File: src/rtl/fp_pkg.sv
// Shared constants, field widths and packing helper for the binary32 multiplier datapath.
package fp_pkg;

  localparam int unsigned BIAS    = 127;
  localparam int unsigned EXP_MAX = 255;
  localparam int unsigned EXP_W   = 8;
  localparam int unsigned FRAC_W  = 23;
  localparam int unsigned PROD_W  = 48;

  localparam logic [31:0] QNAN    = 32'h7FC0_0000;
  localparam logic [31:0] POS_INF = 32'h7F80_0000;
  localparam logic [31:0] NEG_INF = 32'hFF80_0000;

  // Stage-1 payload: normalized fraction plus guard/sticky, exponent already unbiased.
  typedef struct packed {
    logic                    sign;
    logic                    zero;
    logic signed [EXP_W+1:0] e;
    logic [FRAC_W-1:0]       frac;
    logic                    g;
    logic                    s;
  } s1_t;

  function automatic logic [31:0] pack(input logic sign, input logic [EXP_W-1:0] expo,
                                       input logic [FRAC_W-1:0] frac);
    return {sign, expo, frac};
  endfunction

endpackage

File: src/rtl/fp_norm_round_if.sv
// Upstream/downstream valid-ready bundle for the normalize/round stage.
interface fp_norm_round_if;
  import fp_pkg::*;

  logic                valid_in;
  logic                ready_in;
  logic [EXP_W:0]      Exp_resul;
  logic [PROD_W-1:0]   Mant_prod;
  logic                Signo;
  logic                Es_cero;
  logic                valid_out;
  logic                ready_out;
  logic [31:0]         Resultado;
  logic                Overflow;
  logic                Underflow;
  logic                Inexact;

  // master: the environment driving operands and sinking results
  modport master (
    output valid_in, Exp_resul, Mant_prod, Signo, Es_cero, ready_out,
    input  ready_in, valid_out, Resultado, Overflow, Underflow, Inexact
  );

  modport slave (
    input  valid_in, Exp_resul, Mant_prod, Signo, Es_cero, ready_out,
    output ready_in, valid_out, Resultado, Overflow, Underflow, Inexact
  );
endinterface

File: src/rtl/fp_round_rne.sv
// Round-to-nearest-even on a 23-bit fraction with guard and sticky bits.
module fp_round_rne
  import fp_pkg::*;
(
  input  logic [FRAC_W-1:0] frac_i,
  input  logic              g_i,
  input  logic              s_i,
  output logic [FRAC_W-1:0] frac_o,
  output logic              carry_o
);

  logic round_up;

  assign round_up = g_i & (s_i | frac_i[0]);
  // Carry out means 1.111..1 rounded to 10.0: fraction wraps to zero, exponent must bump.
  assign {carry_o, frac_o} = {1'b0, frac_i} + {{FRAC_W{1'b0}}, round_up};

endmodule

File: src/rtl/fp_norm_round.sv
// Two-stage normalize / round-and-pack pipeline for the binary32 multiplier, valid/ready.
module fp_norm_round #(
  parameter int unsigned BIAS = fp_pkg::BIAS
) (
  input logic            clk,
  input logic            rst,
  fp_norm_round_if.slave bus
);
  import fp_pkg::*;

  logic adv1, adv2;
  logic v1_q, v2_q;
  s1_t  s1_d, s1_q;

  logic [31:0] res_d, res_q;
  logic        ovf_d, ovf_q;
  logic        unf_d, unf_q;
  logic        inx_d, inx_q;

  logic [FRAC_W-1:0]       frac_rnd;
  logic                    carry;
  logic signed [EXP_W+1:0] e_raw;
  logic signed [EXP_W+1:0] e_rnd;

  // A stage may load when it is empty or its contents move on this edge.
  assign adv2         = !v2_q | bus.ready_out;
  assign adv1         = !v1_q | adv2;
  assign bus.ready_in = adv1;

  assign e_raw = $signed({1'b0, bus.Exp_resul}) - $signed(10'(BIAS));

  always_comb begin
    s1_d      = '0;
    s1_d.sign = bus.Signo;
    s1_d.zero = bus.Es_cero;
    if (bus.Mant_prod[47]) begin
      s1_d.e    = e_raw + 10'sd1;
      s1_d.frac = bus.Mant_prod[46:24];
      s1_d.g    = bus.Mant_prod[23];
      s1_d.s    = |bus.Mant_prod[22:0];
    end else begin
      s1_d.e    = e_raw;
      s1_d.frac = bus.Mant_prod[45:23];
      s1_d.g    = bus.Mant_prod[22];
      s1_d.s    = |bus.Mant_prod[21:0];
    end
  end

  fp_round_rne u_round (
    .frac_i  (s1_q.frac),
    .g_i     (s1_q.g),
    .s_i     (s1_q.s),
    .frac_o  (frac_rnd),
    .carry_o (carry)
  );

  assign e_rnd = s1_q.e + $signed({9'd0, carry});

  always_comb begin
    res_d = pack(s1_q.sign, e_rnd[EXP_W-1:0], frac_rnd);
    ovf_d = 1'b0;
    unf_d = 1'b0;
    inx_d = s1_q.g | s1_q.s;
    if (s1_q.zero) begin
      res_d = {s1_q.sign, 31'b0};
      inx_d = 1'b0;
    end else if (e_rnd >= $signed(10'(EXP_MAX))) begin
      res_d = pack(s1_q.sign, 8'hFF, '0);
      ovf_d = 1'b1;
      inx_d = 1'b1;
    end else if (e_rnd <= 10'sd0) begin
      res_d = {s1_q.sign, 31'b0};
      unf_d = 1'b1;
      inx_d = 1'b1;
    end
  end

  always_ff @(posedge clk) begin
    if (rst) begin
      v1_q  <= 1'b0;
      v2_q  <= 1'b0;
      s1_q  <= '0;
      res_q <= '0;
      ovf_q <= 1'b0;
      unf_q <= 1'b0;
      inx_q <= 1'b0;
    end else begin
      if (adv1) v1_q <= bus.valid_in;
      if (adv1 && bus.valid_in) s1_q <= s1_d;
      if (adv2) v2_q <= v1_q;
      // Output data only moves when stage 2 takes a new item, so it holds under backpressure.
      if (adv2 && v1_q) begin
        res_q <= res_d;
        ovf_q <= ovf_d;
        unf_q <= unf_d;
        inx_q <= inx_d;
      end
    end
  end

  assign bus.valid_out = v2_q;
  assign bus.Resultado = res_q;
  assign bus.Overflow  = ovf_q;
  assign bus.Underflow = unf_q;
  assign bus.Inexact   = inx_q;

endmodule

File: src/flat_wrapper.sv
// flat-port wrapper written by rule: the top's interface ports become plain ports
module fp_norm_round_flat import fp_pkg::*;
#(
  parameter int unsigned BIAS = fp_pkg::BIAS
)
  (clk, rst, bus_valid_in, bus_Exp_resul, bus_Mant_prod, bus_Signo, bus_Es_cero, bus_ready_out, bus_ready_in, bus_valid_out, bus_Resultado, bus_Overflow, bus_Underflow, bus_Inexact);
  fp_norm_round_if bus_i ();
  input logic clk;
  input logic rst;
  input wire logic [$bits(bus_i.valid_in)-1:0] bus_valid_in;
  input wire logic [$bits(bus_i.Exp_resul)-1:0] bus_Exp_resul;
  input wire logic [$bits(bus_i.Mant_prod)-1:0] bus_Mant_prod;
  input wire logic [$bits(bus_i.Signo)-1:0] bus_Signo;
  input wire logic [$bits(bus_i.Es_cero)-1:0] bus_Es_cero;
  input wire logic [$bits(bus_i.ready_out)-1:0] bus_ready_out;
  output wire logic [$bits(bus_i.ready_in)-1:0] bus_ready_in;
  output wire logic [$bits(bus_i.valid_out)-1:0] bus_valid_out;
  output wire logic [$bits(bus_i.Resultado)-1:0] bus_Resultado;
  output wire logic [$bits(bus_i.Overflow)-1:0] bus_Overflow;
  output wire logic [$bits(bus_i.Underflow)-1:0] bus_Underflow;
  output wire logic [$bits(bus_i.Inexact)-1:0] bus_Inexact;
  assign bus_i.valid_in = bus_valid_in;
  assign bus_i.Exp_resul = bus_Exp_resul;
  assign bus_i.Mant_prod = bus_Mant_prod;
  assign bus_i.Signo = bus_Signo;
  assign bus_i.Es_cero = bus_Es_cero;
  assign bus_i.ready_out = bus_ready_out;
  assign bus_ready_in = bus_i.ready_in;
  assign bus_valid_out = bus_i.valid_out;
  assign bus_Resultado = bus_i.Resultado;
  assign bus_Overflow = bus_i.Overflow;
  assign bus_Underflow = bus_i.Underflow;
  assign bus_Inexact = bus_i.Inexact;
  fp_norm_round #(.BIAS(BIAS)) u_core (.clk(clk), .rst(rst), .bus(bus_i));
endmodule
File: config.mk
export PLATFORM = sky130hd
export DESIGN_NAME = fp_norm_round_flat
export DESIGN_NICKNAME = d
export VERILOG_FILES = /design/src/rtl/fp_pkg.sv /design/src/rtl/fp_norm_round_if.sv /design/src/rtl/fp_round_rne.sv /design/src/rtl/fp_norm_round.sv /design/src/flat_wrapper.sv
export SDC_FILE = /design/constraint.sdc
export NUM_CORES = 1
export LEC_CHECK = 0
export CORE_MARGIN = 4
export CORE_UTILIZATION = 37
export CTS_CLUSTER_DIAMETER = 60
export DETAILED_ROUTE_END_ITERATION = 12
export GPL_TIMING_DRIVEN = 0
export PLACE_DENSITY = 0.72
export SLEW_MARGIN = 20
export SYNTH_ARGS = -nofsm -noshare
export SYNTH_HDL_FRONTEND = slang
export SYNTH_SLANG_ARGS = --single-unit
File: constraint.sdc
create_clock -name clk -period 3.55 [get_ports clk]
set_clock_uncertainty 0.1 [all_clocks]
set_input_delay 0.71 -clock clk [delete_from_list [all_inputs] [get_ports clk]]
set_output_delay 0.71 -clock clk [all_outputs]
set_load 0.05 [all_outputs]
==> impl_metrics.ini, run 1 <==
[worst_setup_path]
critical_path.max_stage_delay_ns = 0.41
cp_cell_sequence = nand4_1 -> nor4_4 -> nand4_1 -> nor2_1 -> ha_2 -> ha_2 -> nand4_1 -> o211ai_1 -> a311oi_4 -> buf_6 -> buf_4 -> a221o_2
worstReg2RegStart = u_core.s1_q[7]$_SDFFE_PP0P_
worst-path-buf-inv = 2
crit_type = flop to flop
cp_slowest_cell = o211ai_1
path_common_cell = nand4_1
critPathLaunch = u_core.s1_q[7]$_SDFFE_PP0P_
end_kind = flop
path_max_fanout = 6
critPathArrivalTime_ns = 3.50
cp_top_family = simple AND/OR/NAND/NOR gates
cp-start-kind = flop
worstPathRequired_ns = 3.70

[synthesis]
syn-mean-instance-area_um2 = 9.04
synth_edf_count = 0
yosys.area_share.simple_pct = 19.8
yosysSeqAreaShare_pct = 37.4
async_reset_ff_share_pct = 0
yosysWarningCount = 0
synth-adder-area-share_pct = 1.58
synth_top_family_by_area = compound AO/OA/AOI/OAI gates
synth_area_um2 = 3960
netlist_instances = 438
synth_compound_area_share_pct = 20.9
synth_nets = 506
synthMuxAreaShare_pct = 6.32
synthFlopType = dfxtp_1
synth.ff_latch_count = 74
synthXorXnorAreaFrac_pct = 9.29
synthDistinctLibCells = 52

[timing]
relSlewSlack_pct = 54.6
hold_violations = 0
worst_slack_ns = 0.197
tightest_slew_ns = 0.681
fmax_ghz = 0.298
fin_crit_ns = 3.35
period_share_pct = 94.4
drv_slew = 0
setup_viol = 0

[drt]
vias_per_cell = 5.37
postRouteWirelength_mm = 10.5
dr.pass1.iters = 4
ant_nets = 0
wl_per_cell_um = 15.2
num_vias = 3718
drt_iter0_drc = 172
drc = 0

[floorplan]
die_w_um = 111
start_util_pct = 38.2
rows = 37
core_um2 = 10400
die_area_um2 = 12400
die_y_um = 111
ios = 100

[grt]
antenna_found_initial = 0
grt_max_degree = 14
grt_overflow_total = 0
grt_pass1_wl_mm = 17.0
grt.total_usage_pct = 16.6
grt_pass1_vias = 3472

[power]
total_power_mw = 2.00
peakVddDrop_mv = 0.163
powerDensity_nw_per_um2 = 370
p_leak_nw = 1.96

[finish]
fin_nets = 619
fill_cells = 970
postLayoutCellArea_um2 = 5400
area_growth_pct = 36.4
utilization_pct = 52.1
antenna_cells = 0
drive_gt1_share_pct = 10.4

[run_status]
status = complete, no violations

[cts]
clkSinkCount = 74
numCtsBuffers = 9
cts_tree = yes
clk_pin_slew_ns = 0.08
clk_path_buf_depth = 2
cts_max_level = 3
root_buffer = clkbuf_8
clock_latency_ns = 0.36

[flow_run]
drv_cap = 0

[placement]
pre_cts_ws_ns = -0.399
gp_congestion = 0.778
dp_hpwl_mm = 8.34
place_area_um2 = 5110
port_buffers = 97

[worst_hold_path]
hp-class = flop to flop
min_from = u_core.bus.Resultado[29]$_SDFFE_PP0P_
[cell usage in the layout, fill, tap and decap left out, drive strengths merged, types with 6 or more instances in the layout]
cell	instances
nor4	10
nor3	7
a21oi	16
buf	16
nor2	36
xor2	12
a32o	24
inv	6
clkdlybuf4s50	97
nand3	21
mux2i	25
a211oi	26
xnor2	30
nand2	31
and2	6
nand4	9
nand3b	6
dfxtp	74
o21ai	6
clkbuf	34
[sequential cells by signal (all words and copies together), names as in the netlist]
signal and count:
u_core.s1_q 37, u_core.bus.Resultado 32, u_core.bus.valid_out 1, u_core.bus.Overflow 1
u_core.bus.Inexact 1, u_core.v1_q 1, u_core.bus.Underflow 1
[power by group]
group | switching, mW | leakage [nW] | total (mW) | internal, mW
clock | 0.323 | 0.0945 | 0.666 | 0.343
combinational | 0.219 | 1.25 | 0.407 | 0.189
sequential | 0.0463 | 0.608 | 0.923 | 0.877
[logic make-up after synthesis]
family / Yosys count
AO/OA/AOI/OAI: 103
XOR/XNOR: 42
adder cells (fa/ha/maj): 5
buffers and inverters: 41
flip-flops: 74
multiplexers: 25
AND/OR/NAND/NOR: 148
[through the flow]
step	setup TNS [ns]	instances	hold WS [ns]
finish	0	692	0.355
global route	-0.0305	692	0.388
CTS	0	691	0.360
detailed placement	-10.33	671	0.349
global placement	-7.99	671	0.339
floorplan	0	438	0.336
[area by class of cell]
cell class | count | area [um2] | share of cell area [%]
tap | 136 | 170 | 3.15
clock inverter | 6 | 66.3 | 1.23
timing repair buffer | 103 | 1020 | 18.9
multi-input combinational | 323 | 2330 | 43.1
sequential | 74 | 1490 | 27.5
inverter | 6 | 22.5 | 0.417
clock buffer | 10 | 138 | 2.55
buffer | 34 | 170 | 3.15
[what timing repair did]
action | 4_1_cts | 5_1_grt
pin swaps | 2 | 6
buffers inserted | 4 | 2
setup endpoints to repair | 31 | 30
hold buffers | 0 | 0
gates resized for setup | 4 | 14
[worst paths after layout]
check | endpoint | slack [ns] | depth (start not counted)
min reg2reg | u_core.bus.Resultado[29]$_SDFFE_PP0P_ | 0.35 | 2
max | u_core.bus.Resultado[26]$_SDFFE_PP0P_ | 0.20 | 12
min | u_core.bus.Resultado[29]$_SDFFE_PP0P_ | 0.35 | 2
max reg2reg | u_core.bus.Resultado[26]$_SDFFE_PP0P_ | 0.20 | 12
[worst reg2reg max path, cell delays in order, from the launching register on]
cell and delay (ns):
dfxtp_2 0.39, nand4_1 0.24, nor4_4 0.36, nand4_1 0.16
nor2_1 0.14, ha_2 0.23, ha_2 0.25, nand4_1 0.18
o211ai_1 0.41, a311oi_4 0.15, buf_6 0.17, buf_4 0.14
a221o_2 0.34
[Yosys cell counts (all sizes together), types with 12 or more instances]
library cell  count  area (um2)
xnor2            30         263
a21oi            16        80.1
a32o             24         240
xor2             12         105
clkbuf           25        93.8
mux2i            25         250
nor2             36         135
nand2            31         116
dfxtp            74        1480
a211oi           26         195
nand3            21         123
[layer usage]
| metal | GRT usage, % | vias up | share of wire, % |
|---|---|---|---|
| li1 | - | 1866 | - |
| met1 | 22.5 | 1753 | 48 |
| met2 | 26.3 | 87 | 46 |
| met3 | 3.04 | 12 | 4.9 |
| met4 | 6.49 | 0 | 1.5 |
| met5 | 0 | - | 0 |
Note: power is estimated with default switching activity, not from simulation.
==> inputs of run 2 (changes only) <==
--- a/config.mk
+++ b/config.mk
@@ -5,6 +5,7 @@
 export SDC_FILE = /design/constraint.sdc
 export NUM_CORES = 1
 export LEC_CHECK = 0
+export CAP_MARGIN = 20
 export CORE_MARGIN = 4
 export CORE_UTILIZATION = 37
 export CTS_CLUSTER_DIAMETER = 60
@@ -14,4 +15,5 @@
 export SLEW_MARGIN = 20
 export SYNTH_ARGS = -nofsm -noshare
 export SYNTH_HDL_FRONTEND = slang
+export SYNTH_HIERARCHICAL = 1
 export SYNTH_SLANG_ARGS = --single-unit
==> run 2 against run 1 <==
  * Non-clock buffer count increased by 2
  * Maximum frequency shrank 1.3%
  * Flip-flop and latch count did not move
  * Core utilization grew 0.88 points
  * Power is 0.63% higher
  * Register-to-register slack got worse by 0.05 ns
==> impl_metrics.ini, run 2 <==
[synthesis]
synthDistinctLibCells = 50
syn-mean-instance-area_um2 = 8.87
synth_edf_count = 0
synthFlopType = dfxtp_1
synth.ff_latch_count = 74
yosysTopAreaCell = dfxtp_1
synth_top_area_share_pct = 38.2
synth_most_common_cell = dfxtp_1
synth_area_um2 = 3880
netlist_instances = 437
synthTopCellsByCount = 74 x dfxtp_1, 49 x nor2_1, 45 x nand2_1, 28 x a211oi_1, 24 x mux2i_1
synthTopCellsByArea = dfxtp_1 38%, mux2i_1 6.2%, a211oi_1 5.4%
yosysSeqAreaShare_pct = 38.2
synth_nets = 508
yosysWarningCount = 6
async_reset_ff_share_pct = 0

[finish]
layout_commonest_cell = clkdlybuf4s50_1
antenna_cells = 0
final_cell_mix = 97 x clkdlybuf4s50_1, 71 x dfxtp_1, 49 x nor2_1, 45 x nand2_1, 28 x a211oi_1
postLayoutCellArea_um2 = 5440
top_register = u_core/s1_q
drive_gt1_share_pct = 12.2
largest_reg_flops = 37
fin_nets = 632
area_growth_pct = 40.4

[floorplan]
core_um2 = 10300
ios = 100
die_y_um = 110
die_w_um = 110
die_area_um2 = 12200
start_util_pct = 37.7
rows = 37

[power]
p_leak_nw = 2.08
powerDensity_nw_per_um2 = 369
p_comb_share_pct = 19.9
clkPwrFrac_pct = 34.2
peakVddDrop_mv = 0.273
p_sw_uw = 589
switching_share_pct = 29.3
p_seq_share_pct = 45.8
p_int_mw = 1.42

[cts]
cts_tree = yes
root_buffer = clkbuf_8
cts_max_level = 3
clkSinkCount = 74
clk_path_buf_depth = 2
clock_latency_ns = 0.36
clk_pin_slew_ns = 0.08
numCtsBuffers = 9

[drt]
num_vias = 3624
drt_iter0_drc = 184
met2WireLength_mm = 4.91
vias_per_cell = 5.16
postRouteWirelength_mm = 10.2
wl_met3_um = 660
topRoutingLayerUsed = met4
drc = 0
wl_per_cell_um = 14.6
met1Wirelength_mm = 4.47
dr.pass1.iters = 4
ant_nets = 0

[timing]
hold_violations = 0
fmax_ghz = 0.294
holdWs_ns = 0.361
drv_slew = 0
fin_crit_ns = 3.40
tightest_slew_ns = 0.794
tns_ns = 0
relSlewSlack_pct = 47.1
period_share_pct = 95.7
setup_viol = 0

[worst_setup_path]
regToRegEndpoint = u_core/bus.Resultado[18]$_SDFFE_PP0P_
path_max_fanout = 10
critPathArrivalTime_ns = 3.60
crit_type = flop to flop
r2r_cells = 14
end_kind = flop
cp-start-kind = flop
ff2ff_setup_slack_ns = 0.15
worstPathRequired_ns = 3.75
worstReg2RegStart = u_core/s1_q[1]$_SDFFE_PP0P_

[grt]
antenna_found_initial = 0
grt_overflow_total = 0
grt_pass1_wl_mm = 15.8
grt_pass1_vias = 3387
grt_max_degree = 15
grt.total_usage_pct = 16.6

[placement]
port_buffers = 97
gp_congestion = 0.845
dp_hpwl_mm = 7.95
place_area_um2 = 5020

[run_status]
status = complete, no violations

[worst_hold_path]
hold_depth = 2
hp-class = flop to flop
hold_path_end = u_core/bus.Underflow$_SDFFE_PP0P_
min_from = u_core/bus.Underflow$_SDFFE_PP0P_

[flow_run]
drv_cap = 0
## run 2: worst max path at each step
stage	startpoint	endpoint	cells past startpoint
after floorplan	u_core/s1_q[2]$_SDFFE_PP0P_	u_core/bus.Resultado[10]$_SDFFE_PP0P_	16
after detailed placement	u_core/s1_q[2]$_SDFFE_PP0P_	u_core/bus.Resultado[18]$_SDFFE_PP0P_	15
after global placement	u_core/s1_q[2]$_SDFFE_PP0P_	u_core/bus.Resultado[18]$_SDFFE_PP0P_	16
after global routing	u_core/s1_q[1]$_SDFFE_PP0P_	u_core/bus.Resultado[18]$_SDFFE_PP0P_	14
after CTS	u_core/s1_q[1]$_SDFFE_PP0P_	u_core/bus.Resultado[0]$_SDFFE_PP0P_	17
final	u_core/s1_q[1]$_SDFFE_PP0P_	u_core/bus.Resultado[18]$_SDFFE_PP0P_	14
## run 2: cell type report
type / instances / area [um2]
Buffer: 25 / 130
Clock buffer: 10 / 138
Clock inverter: 6 / 73.8
Fill cell: 945 / 4840
Inverter: 4 / 15.0
Multi-Input combinational cell: 333 / 2330
Sequential cell: 74 / 1490
Tap cell: 136 / 170
Timing Repair Buffer: 114 / 1100
## run 2: per-layer routing
| layer | GRT usage, % | vias up |
|---|---|---|
| met5 | 0 | - |
| met4 | 6.42 | 0 |
| met3 | 2.74 | 14 |
| met2 | 27.9 | 100 |
| met1 | 21.2 | 1679 |
| li1 | - | 1831 |
## run 2: cells by family after synthesis
kind of cell             Yosys count  synth area share, %
AND/OR/NAND/NOR                  162                 21.5
adder cells (fa/ha/maj)            8                 2.58
XOR/XNOR                          42                 9.49
AO/OA/AOI/OAI                     97                 18.1
multiplexers                      24                 6.20
buffers and inverters             30                 3.87
flip-flops                        74                 38.2
## run 2: critical path, cell delays in order, from the launching register on
cell and delay (ns):
dfxtp_2 0.35, o21a_1 0.17, ha_2 0.18, nand3_2 0.11, or2_4 0.30, nor4_4 0.20, and2_4 0.18, ha_4 0.15
nand3_1 0.14, nor3_2 0.23, xor2_1 0.16, nor3_4 0.30, nor4b_4 0.43, buf_6 0.20, a22o_1 0.13
## run 2: power by group through the flow
stage | clock network (mW) | logic [mW] | registers (mW)
floorplan | 0 | 0.183 | 0.976
global placement | 0 | 0.371 | 0.936
detailed placement | 0 | 0.378 | 0.938
CTS | 0.703 | 0.393 | 0.920
global route | 0.741 | 0.436 | 0.928
finish | 0.688 | 0.401 | 0.921
## run 2: per-stage QoR
| stage | setup WS [ns] | utilization (%) | power (mW) | cells |
|---|---|---|---|---|
| after global routing | -0.0214 | 52.9 | 2.10 | 702 |
| after floorplan | 0.120 | - | 1.16 | 437 |
| after CTS | 0.00574 | 52.1 | 2.02 | 692 |
| final | 0.152 | 52.9 | 2.01 | 702 |
| after detailed placement | -0.458 | 48.8 | 1.32 | 670 |
| after global placement | -0.372 | 48.8 | 1.31 | 670 |
## run 2: timing repair
item	in CTS	in global routing
hold buffers	0	0
resized for setup	17	4
endpoints found under the setup margin	28	26
buffers inserted	6	12
pin swaps	7	9
hold endpoints to repair	0	0
==> inputs of run 3 (changes only) <==
--- a/config.mk
+++ b/config.mk
@@ -11,6 +11,7 @@
 export CTS_CLUSTER_DIAMETER = 60
 export DETAILED_ROUTE_END_ITERATION = 12
 export GPL_TIMING_DRIVEN = 0
+export HOLD_SLACK_MARGIN = 0.08
 export PLACE_DENSITY = 0.72
 export SLEW_MARGIN = 20
 export SYNTH_ARGS = -nofsm -noshare
==> results of run 3 <==
Final layout, timing and power as in run 2 (identical DEF).
